File: src/rtl/seg_scan_driver.sv
// Time-multiplexed driver for an 8-digit common-anode seven-segment display.
// Scans one digit per DIV-cycle slot and latches a whole frame at once so digits never tear.
module seg_scan_driver #(
    parameter int DIV   = 4,
    parameter int BLANK = 1
) (
    input  logic        clk,
    input  logic        rst,
    input  logic [31:0] seg_content,
    input  logic [7:0]  seg_dp,
    input  logic [7:0]  seg_en,
    output logic [7:0]  an,
    output logic [6:0]  seg,
    output logic        dp,
    output logic        frame
);

    localparam int             CW      = $clog2(DIV);
    localparam logic [CW-1:0]  CNT_MAX = CW'(DIV - 1);

    logic [CW-1:0] cnt;
    logic [2:0]    idx;
    logic [31:0]   sh_content;
    logic [7:0]    sh_dp;
    logic [7:0]    sh_en;

    logic          slot_end;
    logic          frame_end;
    logic          in_blank;
    logic          lit;
    logic [3:0]    nib;

    // Active-high gfedcba glyphs for hex digits 0..F.
    function automatic logic [6:0] decode(input logic [3:0] v);
        case (v)
            4'h0: decode = 7'h3F;
            4'h1: decode = 7'h06;
            4'h2: decode = 7'h5B;
            4'h3: decode = 7'h4F;
            4'h4: decode = 7'h66;
            4'h5: decode = 7'h6D;
            4'h6: decode = 7'h7D;
            4'h7: decode = 7'h07;
            4'h8: decode = 7'h7F;
            4'h9: decode = 7'h6F;
            4'hA: decode = 7'h77;
            4'hB: decode = 7'h7C;
            4'hC: decode = 7'h39;
            4'hD: decode = 7'h5E;
            4'hE: decode = 7'h79;
            default: decode = 7'h71;
        endcase
    endfunction

    // With no blanking, a "cnt < 0" compare would be constant; drop it entirely instead.
    generate
        if (BLANK == 0) begin : g_no_blank
            assign in_blank = 1'b0;
        end else begin : g_blank
            assign in_blank = (cnt < CW'(BLANK));
        end
    endgenerate

    always_comb begin
        slot_end  = (cnt == CNT_MAX);
        frame_end = slot_end && (idx == 3'd7);
        nib       = sh_content[{idx, 2'b00} +: 4];
        lit       = sh_en[idx] && !in_blank;
    end

    // NOTE: non-blocking throughout, so every output sees the pre-edge cnt, idx and shadows;
    // the shadows are reset too so the display stays dark until the first full frame load.
    always_ff @(posedge clk or posedge rst) begin
        if (rst) begin
            cnt        <= '0;
            idx        <= '0;
            sh_content <= '0;
            sh_dp      <= '0;
            sh_en      <= '0;
            an         <= 8'hFF;
            seg        <= 7'h7F;
            dp         <= 1'b1;
            frame      <= 1'b0;
        end else begin
            cnt <= slot_end ? '0 : cnt + 1'b1;
            if (slot_end) begin
                idx <= idx + 3'd1;
            end
            if (frame_end) begin
                sh_content <= seg_content;
                sh_dp      <= seg_dp;
                sh_en      <= seg_en;
            end
            an    <= lit ? ~(8'b1 << idx)   : 8'hFF;
            seg   <= lit ? ~decode(nib)     : 7'h7F;
            dp    <= lit ? ~sh_dp[idx]      : 1'b1;
            frame <= frame_end;
        end
    end

endmodule

File: config.mk
export PLATFORM = sky130hd
export DESIGN_NAME = seg_scan_driver
export DESIGN_NICKNAME = d
export VERILOG_FILES = /design/src/rtl/seg_scan_driver.sv
export SDC_FILE = /design/constraint.sdc
export NUM_CORES = 1
export LEC_CHECK = 0
export CORE_ASPECT_RATIO = 1.1
export CORE_MARGIN = 8
export CORE_UTILIZATION = 51
export CTS_CLUSTER_DIAMETER = 100
export CTS_CLUSTER_SIZE = 16
export DETAILED_ROUTE_END_ITERATION = 7
export PLACE_DENSITY = 0.8
export SETUP_SLACK_MARGIN = 0.02
export SKIP_CTS_REPAIR_TIMING = 1
export SLEW_MARGIN = 5
export SYNTH_ARGS = -nofsm -noshare
export SYNTH_HDL_FRONTEND = slang
export SYNTH_SLANG_ARGS = --single-unit
File: constraint.sdc
create_clock -name clk -period 2.99 [get_ports clk]
set_input_delay 0.7475 -clock clk [delete_from_list [all_inputs] [get_ports clk]]
set_output_delay 0.7475 -clock clk [all_outputs]
set_load 0.02 [all_outputs]
Word-level counts from Yosys, hierarchy flattened --
Memory sizes are Yosys's and may differ from the RTL's. Cells that the tools add are included. Widths: inputs -> output; s select.
Word-level totals: register bits 70, ROM bits 112, output and inout port bits 17, logic and storage cells 32, memories kept 1
Cells by class: $add $sub $neg 2, magnitude comparators 2, equal/unequal tests 2, shift-type cells 2, multiplexer cells 8, bitwise operators 3, reductions and logical operators 3
Memories:
- (no name shown) | depth 16, bits a word 7, rd ports 1, clocked after Yosys merged registers in 0, wr ports 0, RTL line 35 | case (v)
Operator list (number):
- $shiftx 32x6->4 | 1
- $mux 8 | 1
- $not 8->8 | 1
- $shl 1x3->8 const A | 1
- $mux 7 | 1
- $not 7->7 | 1
- $bmux 1 s3 | 2
- $lt 3x4->1 const B | 1
- $add 3x1->3 const B | 1
- $eq 3x3->1 const B | 1
- $mux 1 | 3
- $add 2x1->2 const B | 1
- $eq 2x2->1 const B | 1
- $logic_and 1x1->1 | 2
- $lt 2x1->1 const B | 1
- $mux 2 | 1
- $logic_not 1->1 | 1
- $not 1->1 | 1

Longest topological paths before layout --
Gate-level depths: netlist of run 1.
word-level depth 4, gate-level depth with buffers 11

Worst setup path before layout of run 1 --
OpenSTA, ideal clock, no wires.
path kind reg-to-reg, start point register idx[0], end point register seg[3], setup time 0.094 ns, arrival 2.108 ns, path slack 0.788 ns, stages on the path, launching flop included 12, clock period less this slack 2.202 ns, path through dfrtp_1 buf_6 buf_6 mux4_2 nand2_1 and2_1 inv_1 ha_1 inv_1 nor3_1 a211oi_1 o21ai_1
Between the ends: word-level cells in the longest chain between the ends 4, elaborated cells on any way between the ends 7, classes of those cells shift (1); mux (3); bitwise (1); reduce/logical (1); memory (1)
Ends and longest elaborated chain:
- from (decl) | RTL line 22 | logic [2:0] idx;
- from (signal assigned) | RTL line 87 | idx <= idx + 3'd1;
- $shiftx 32x6->4 / $bmux 1 s3 (equally long branches) | RTL line 67, 68
- $mem_v2 16x7 / $mux 1 (equally long branches)
- $not 7->7 / $logic_and 1x1->1 (equally long branches) | RTL line 95, 68
- $mux 7 (*) | RTL line 95 | seg <= lit ? ~decode(nib) : 7'h7F;
- to (signal assigned) | RTL line 95
- to (decl) | RTL line 13 | output logic [6:0] seg,
Mark *: on every way between the ends. The rest lies on a longest branch, timed or not. The select of a mux whose other input is x is not followed. A chain may end at the register's enable or synchronous reset.

Worst setup path in the final report of run 1 --
Ends and elaborated chain as after synthesis.

==> results by group, run 1 <==
Yosys
  – Multiplexer share of the synthesized area: 26.7%
  – Cell taking the most area after synthesis: dfrtp_1
  – Instance count of the mapped netlist: 230
  – Number of storage elements in the synthesis netlist: 70
  – Synth Area in Compound Gates: 4.17%
  – Dominant register cell in the synthesized netlist: dfrtp_1
  – Ranking of synthesized cells by instance count: dfrtp_1, mux2_2, nand2_1, dfstp_2, ha_1
  – Synthesized area per cell: 14.1 um^2
  – Mapped Nets: 294
  – Area fraction in and, or, nand and nor cells after synthesis: 5.18%
  – Number of synthesis warnings: 0
  – Combined area of all synthesized cells: 3240 um^2
  – Synth async-reset ratio: 100%
  – Share of Yosys cell area claimed by the top area cell type: 41.7%
  – Most used standard cell by instance count after synthesis: dfrtp_1
  – Main area contributors after synthesis: dfrtp_1, mux2_2, dfstp_2
  – Synthesized-area fraction occupied by xor and xnor cells: 0.270%
  – Fraction of the mapped netlist area in adder cells: 5.41%
  – Sequential cell area fraction in the yosys report: 54.7%
  – Netlist cell types: 36
  – Main combinational cell family by area after synthesis: multiplexers
  – EDFF count, synth: 0

Power
  – Switching component of the power: 433 uW
  – Cell internal power dissipation: 1640 uW
  – Share of total power in the clock network: 43.5%
  – Peak supply drop: 308 uV
  – Switching power share of the total: 20.9%
  – Static leakage: 0.00178 uW
  – PwrDens: 492 nW/um^2
  – Register share of total power: 48.2%
  – Gate power share: 8.3%

Finish
  – Layout fillers: 443
  – N_diodes: 0
  – Share of cells above drive strength 1: 33.1%
  – Final instance area: 4210 um^2
  – Growth of design area from synthesis to finish: 30.1%
  – Core utilization of the finished layout: 68.4%
  – Non-filler cells in the finished layout: 382
  – Layout Nets: 362

Drt
  – DRC violations left: 0
  – Total detailed-routing wirelength: 6.21 mm
  – Number of nets with antenna violations after routing: 0
  – First-iteration detailed-routing DRC count: 87
  – Total number of vias: 2,002
  – Wire length per cell: 16.3 um
  – First drt pass iteration count: 4
  – Drt via density: 5.24

Clocking
  – CTS tree: done
  – Number of H-tree levels: 3
  – Maximum buffer depth of the clock tree: 2
  – Root Buffer: clkbuf_8
  – Skew-Pair Late Insertion Delay: 0.34 ns
  – Number of buffers created by CTS: 9
  – Clock input transition at the sequential cells of the worst setup and hold paths: 0.07 ns
  – Total clock sinks: 70

Worst setup path
  – Cell mode on critical path: inv_1
  – Maximum fanout along the worst path: 7
  – Worst endpoint required time: 3.24 ns
  – Largest incremental delay on the critical path: 0.59 ns
  – Critical-path cell list: mux4_2 > nand2_1 > and2_1 > inv_1 > ha_1 > inv_1 > nor3_1 > a211oi_1 > o21ai_1
  – Critical Setup Path Class: reg -> reg
  – Kind of cell with the highest combined delay on the critical path: flip-flops
  – Arrival time worst endpoint: 2.70 ns
  – CP Capture Type: flip-flop
  – Cell with the largest stage delay on the worst path: dfrtp_1
  – CP startpoint kind: flip-flop
  – CP bufs+invs: 2

Floorplan
  – I/O pin count: 67
  – Horizontal extent of the die: 92.0 um
  – DIE HEIGHT: 99.6 um
  – Initial core utilization: 52.6%
  – Full die area: 9160 um^2
  – Count of standard-cell rows: 30
  – Placeable Area: 6160 um^2

Global route
  – Vias in the first global route: 2,238
  – Global Route Usage Sum: 14.6%
  – GRT overflow: 0
  – Wire length of the first global-routing pass: 10.6 mm
  – Largest net degree at the start of global routing: 51
  – Number of antenna violations at the first check in global routing: 0

Placed design
  – Placed inst area: 3980 um^2
  – Final RePlAce weighted congestion: 0.893
  – Placed Cells: 367
  – Post-DP HPWL: 4.54 mm
  – Port buffer count: 66

STA
  – Final worst path period share: 82.1%
  – Final-report setup violation count: 0
  – RSZ-0062 raised after global routing: no
  – Fmax: 0.408 GHz
  – Total negative slack: 0 ns
  – Hold_ws: 0.458 ns
  – Transition time at the pin with the least slew margin: 0.557 ns
  – Shortest period the worst path allows: 2.45 ns
  – Hold violation total from the final report: 0
  – Slew Viols, Final: 0
  – Worst clock skew: 0.00812 ns
  – Slew HR: 62.8%

Run
  – Maxcap violations: 0

Worst hold path
  – Worst hold-check path type: reg -> reg

Status
  – Run status: complete, no violations
-- area by class of cell --
| class | instances | area (um^2) | area share [%] |
|---|---|---|---|
| Sequential cell | 70 | 1770 | 42.1 |
| Timing Repair Buffer | 69 | 708 | 16.8 |
| Clock buffer | 9 | 124 | 2.94 |
| Multi-Input combinational cell | 137 | 1360 | 32.2 |
| Tap cell | 80 | 100 | 2.38 |
| Inverter | 11 | 41.3 | 0.980 |
| Clock inverter | 6 | 111 | 2.64 |
-- stage by stage --
step	total power (uW)	worst slack [ns]
2_1_floorplan	1100	0.501
3_3_place_gp	1180	0.679
3_5_place_dp	1190	0.563
4_1_cts	2090	0.551
5_1_grt	2150	0.387
6_report	2070	0.536
-- worst paths after layout --
check / start / endpoint / slack (ns) / depth (start not counted)
min reg2reg: cnt[0]$_DFF_PP0_ / cnt[0]$_DFF_PP0_ / 0.46 / 1
max reg2reg: idx[0]$_DFFE_PP0P_ / seg[3]$_DFF_PP1_ / 0.54 / 9
max in group asynchronous: rst / an[0]$_DFF_PP1_ / 1.60 / 3
max: idx[0]$_DFFE_PP0P_ / seg[3]$_DFF_PP1_ / 0.54 / 9
min in group asynchronous: rst / sh_en[3]$_DFFE_PP0P_ / 0.73 / 2
min: cnt[0]$_DFF_PP0_ / cnt[0]$_DFF_PP0_ / 0.46 / 1
-- power by group through the flow --
stage          combinational, uW  clock (uW)  sequential, uW
2_1_floorplan               89.8           0            1010
4_1_cts                      174         914             999
6_report                     172         901             999
3_5_place_dp                 173           0            1020
3_3_place_gp                 169           0            1020
5_1_grt                      189         955            1000
-- sequential cells by signal (all words and copies together), names as in the netlist --
register and flops:
seg 7, cnt 2, sh_en 8, dp 1, an 8, sh_dp 8
idx 3, sh_content 32, frame 1
-- kinds of logic (layout without fill, tap and decap cells) --
| family | after synthesis | after routing |
|---|---|---|
| AND/OR/NAND/NOR | 36 | 36 |
| buffers and inverters | 23 | 95 |
| flip-flops | 70 | 70 |
| multiplexers | 66 | 66 |
| AO/OA/AOI/OAI | 20 | 20 |
| adder cells (fa/ha/maj) | 14 | 14 |
| XOR/XNOR | 1 | 1 |
-- layout by cell type (no fill, tap or decap), types with 2 or more instances in the layout --
cell type         n
buf_12            2
mux2i_1           4
mux2_2           50
dfstp_2          16
mux4_2           10
nor2_1            3
clkdlybuf4s50_1  66
inv_1            10
nand2_1          19
clkbuf_8          9
bufinv_16         3
o221ai_1          3
o21ai_0           2
o21ai_1           2
a211oi_1          2
o31ai_1           2
a21oi_1           4
ha_1             14
dfrtp_1          54
nor3_1            4
-- routing by layer --
metal  GRT usage, %  up-vias  wire length (um)
met5              0        -                 0
met1           16.4      986              2520
met3           4.37       11               340
met4           8.06        0               126
met2           24.3       60              3220
li1               -      945                 -
Power figures use the tool's default switching activity.
==> run 2, diff against run 1 <==
- CORE_UTILIZATION: 51 -> 46
- PLACE_DENSITY: 0.8 -> 0.76
- clock period: 2.99 -> 2 ns (I/O delays scaled with it)
==> run 2 against run 1 <==
Wire length rose by 12%. Register-to-register slack got worse by 0.61 ns. Clock power up 20%. Critical path type unchanged. Largest cell class unchanged. The run now ends with setup timing left.
==> results by group, run 2 (synthesis results as in run 1) <==
Status
  – Run status: finished with violations
  – Violated checks: setup timing

Finish
  – Growth of design area from synthesis to finish: 38.4%
  – Final instance area: 4480 um^2
  – Top register by number of flip-flops: sh_content
  – N_diodes: 0
  – Share of cells above drive strength 1: 40.3%
  – Layout Nets: 379
  – Max FFs per register: 32
  – Leading cell type in the layout, fill and taps excluded: dfrtp_1
  – Most frequent cells in the layout: dfrtp_1, mux2_2, clkdlybuf4s50_1
  – Layout fillers: 530

STA
  – Slew HR: 69.0%
  – Final-report setup violation count: 4
  – Hold violation total from the final report: 0
  – Setup WS post-layout: -0.0697 ns
  – Shortest period the worst path allows: 2.07 ns
  – Transition time at the pin with the least slew margin: 0.464 ns
  – Worst clock skew: 0.0162 ns
  – Total negative slack: -0.128 ns
  – Final worst path period share: 103%
  – RSZ-0062 raised after global routing: yes
  – Slew Viols, Final: 0
  – Fmax: 0.483 GHz

Worst setup path
  – Critical Setup Path Class: reg -> reg
  – RR Startpoint: idx[0]$_DFFE_PP0P_
  – CP Capture Type: flip-flop
  – Cell with the largest stage delay on the worst path: dfrtp_1
  – Critical-path cell list: buf_12 > buf_4 > mux2i_1 > a22o_1 > or2_1 > and3_1 > o31ai_1
  – Largest incremental delay on the critical path: 0.40 ns
  – Arrival time worst endpoint: 2.32 ns
  – R2r worst-path depth: 7
  – Kind of cell with the highest combined delay on the critical path: simple AND/OR/NAND/NOR gates
  – Maximum fanout along the worst path: 9
  – Number of cells on the critical path: 7
  – CP startpoint kind: flip-flop
  – CP bufs+invs: 2
  – Worst endpoint required time: 2.25 ns
  – Worst setup path startpoint: idx[0]$_DFFE_PP0P_

Run
  – Maxcap violations: 0

Clocking
  – Maximum buffer depth of the clock tree: 2
  – Total clock sinks: 70
  – Root Buffer: clkbuf_8
  – Number of buffers created by CTS: 9
  – Clock input transition at the sequential cells of the worst setup and hold paths: 0.08 ns
  – Skew-Pair Late Insertion Delay: 0.35 ns
  – CTS tree: done
  – Number of H-tree levels: 3

Placed design
  – Port buffer count: 66
  – Final RePlAce weighted congestion: 0.894
  – Post-DP HPWL: 4.99 mm
  – Placed inst area: 4140 um^2

Power
  – Register share of total power: 52.2%
  – PwrDens: 639 nW/um^2
  – Static leakage: 0.00187 uW
  – Peak supply drop: 480 uV
  – Switching power share of the total: 22.5%
  – Switching component of the power: 645 uW
  – Cell internal power dissipation: 2220 uW
  – Share of total power in the clock network: 37.8%
  – Gate power share: 10.0%

Global route
  – Largest net degree at the start of global routing: 34
  – Wire length of the first global-routing pass: 11.4 mm
  – GRT overflow: 0
  – Vias in the first global route: 2,337
  – Global Route Usage Sum: 14.7%
  – Number of antenna violations at the first check in global routing: 0

Floorplan
  – Initial core utilization: 46.7%
  – DIE HEIGHT: 104 um
  – Horizontal extent of the die: 96.0 um
  – I/O pin count: 67
  – Count of standard-cell rows: 32
  – Full die area: 9980 um^2
  – Placeable Area: 6930 um^2

Drt
  – Total detailed-routing wirelength: 6.95 mm
  – Number of nets with antenna violations after routing: 0
  – Wire length per cell: 17.1 um
  – Total number of vias: 2,117
  – DRC violations left: 0
  – Drt via density: 5.23
  – First-iteration detailed-routing DRC count: 33
  – First drt pass iteration count: 4

Worst hold path
  – Worst hold-check path type: reg -> reg
  – Depth of the worst hold-timing path: 1
  – Hold path start: cnt[0]$_DFF_PP0_
-- run 2: path summary, 6_finish.rpt --
check                           slack (ns)                   end
worst max-delay path                 -0.07      seg[0]$_DFF_PP1_
worst min-delay path                  0.46      cnt[0]$_DFF_PP0_
worst max register to register       -0.07      seg[0]$_DFF_PP1_
worst min register to register        0.46      cnt[0]$_DFF_PP0_
max in group asynchronous             0.96      seg[2]$_DFF_PP1_
min in group asynchronous             0.50  sh_en[4]$_DFFE_PP0P_
-- run 2: worst reg2reg max path: cells and delay by family (launching register included) --
kind / cells / cell delay [ns]
compound gates: 2 / 0.55
mux: 1 / 0.13
flops: 1 / 0.40
buf+inv: 2 / 0.31
simple gates: 2 / 0.60
-- run 2: routing by layer --
metal	global-route usage (%)	share of wire, %
met1	17.8	43
met2	22.9	50
met3	4.91	5.7
met4	6.60	2.0
met5	0	0
-- run 2: final cells by class --
type	count	area (um^2)	area share, %
inverters	11	47.5	1.06
repair buffers	85	938	20.9
clock buffers	12	135	3.02
clock inverters	4	47.5	1.06
flip-flops and latches	70	1770	39.6
well taps	85	106	2.37
multi-input cells	138	1430	32.0
-- run 2: power by group through the flow --
stage               combinational [uW]  clock [uW]  sequential, uW
CTS                                281        1110            1490
finish                             286        1080            1490
global placement                   271           0            1520
floorplan                          141           0            1510
global route                       314        1170            1500
detailed placement                 280           0            1520
-- run 2: through the flow --
step,total power (uW),instances,util [%],setup WS [ns],hold slack [ns]
6_report,2860,405,64.7,-0.0697,0.456
5_1_grt,2990,405,64.7,-0.180,0.505
4_1_cts,2880,400,62.5,-0.100,0.455
3_5_place_dp,1800,384,59.8,-0.0792,0.445
3_3_place_gp,1790,384,59.8,-0.0138,0.440
2_1_floorplan,1650,230,-,-0.123,0.424
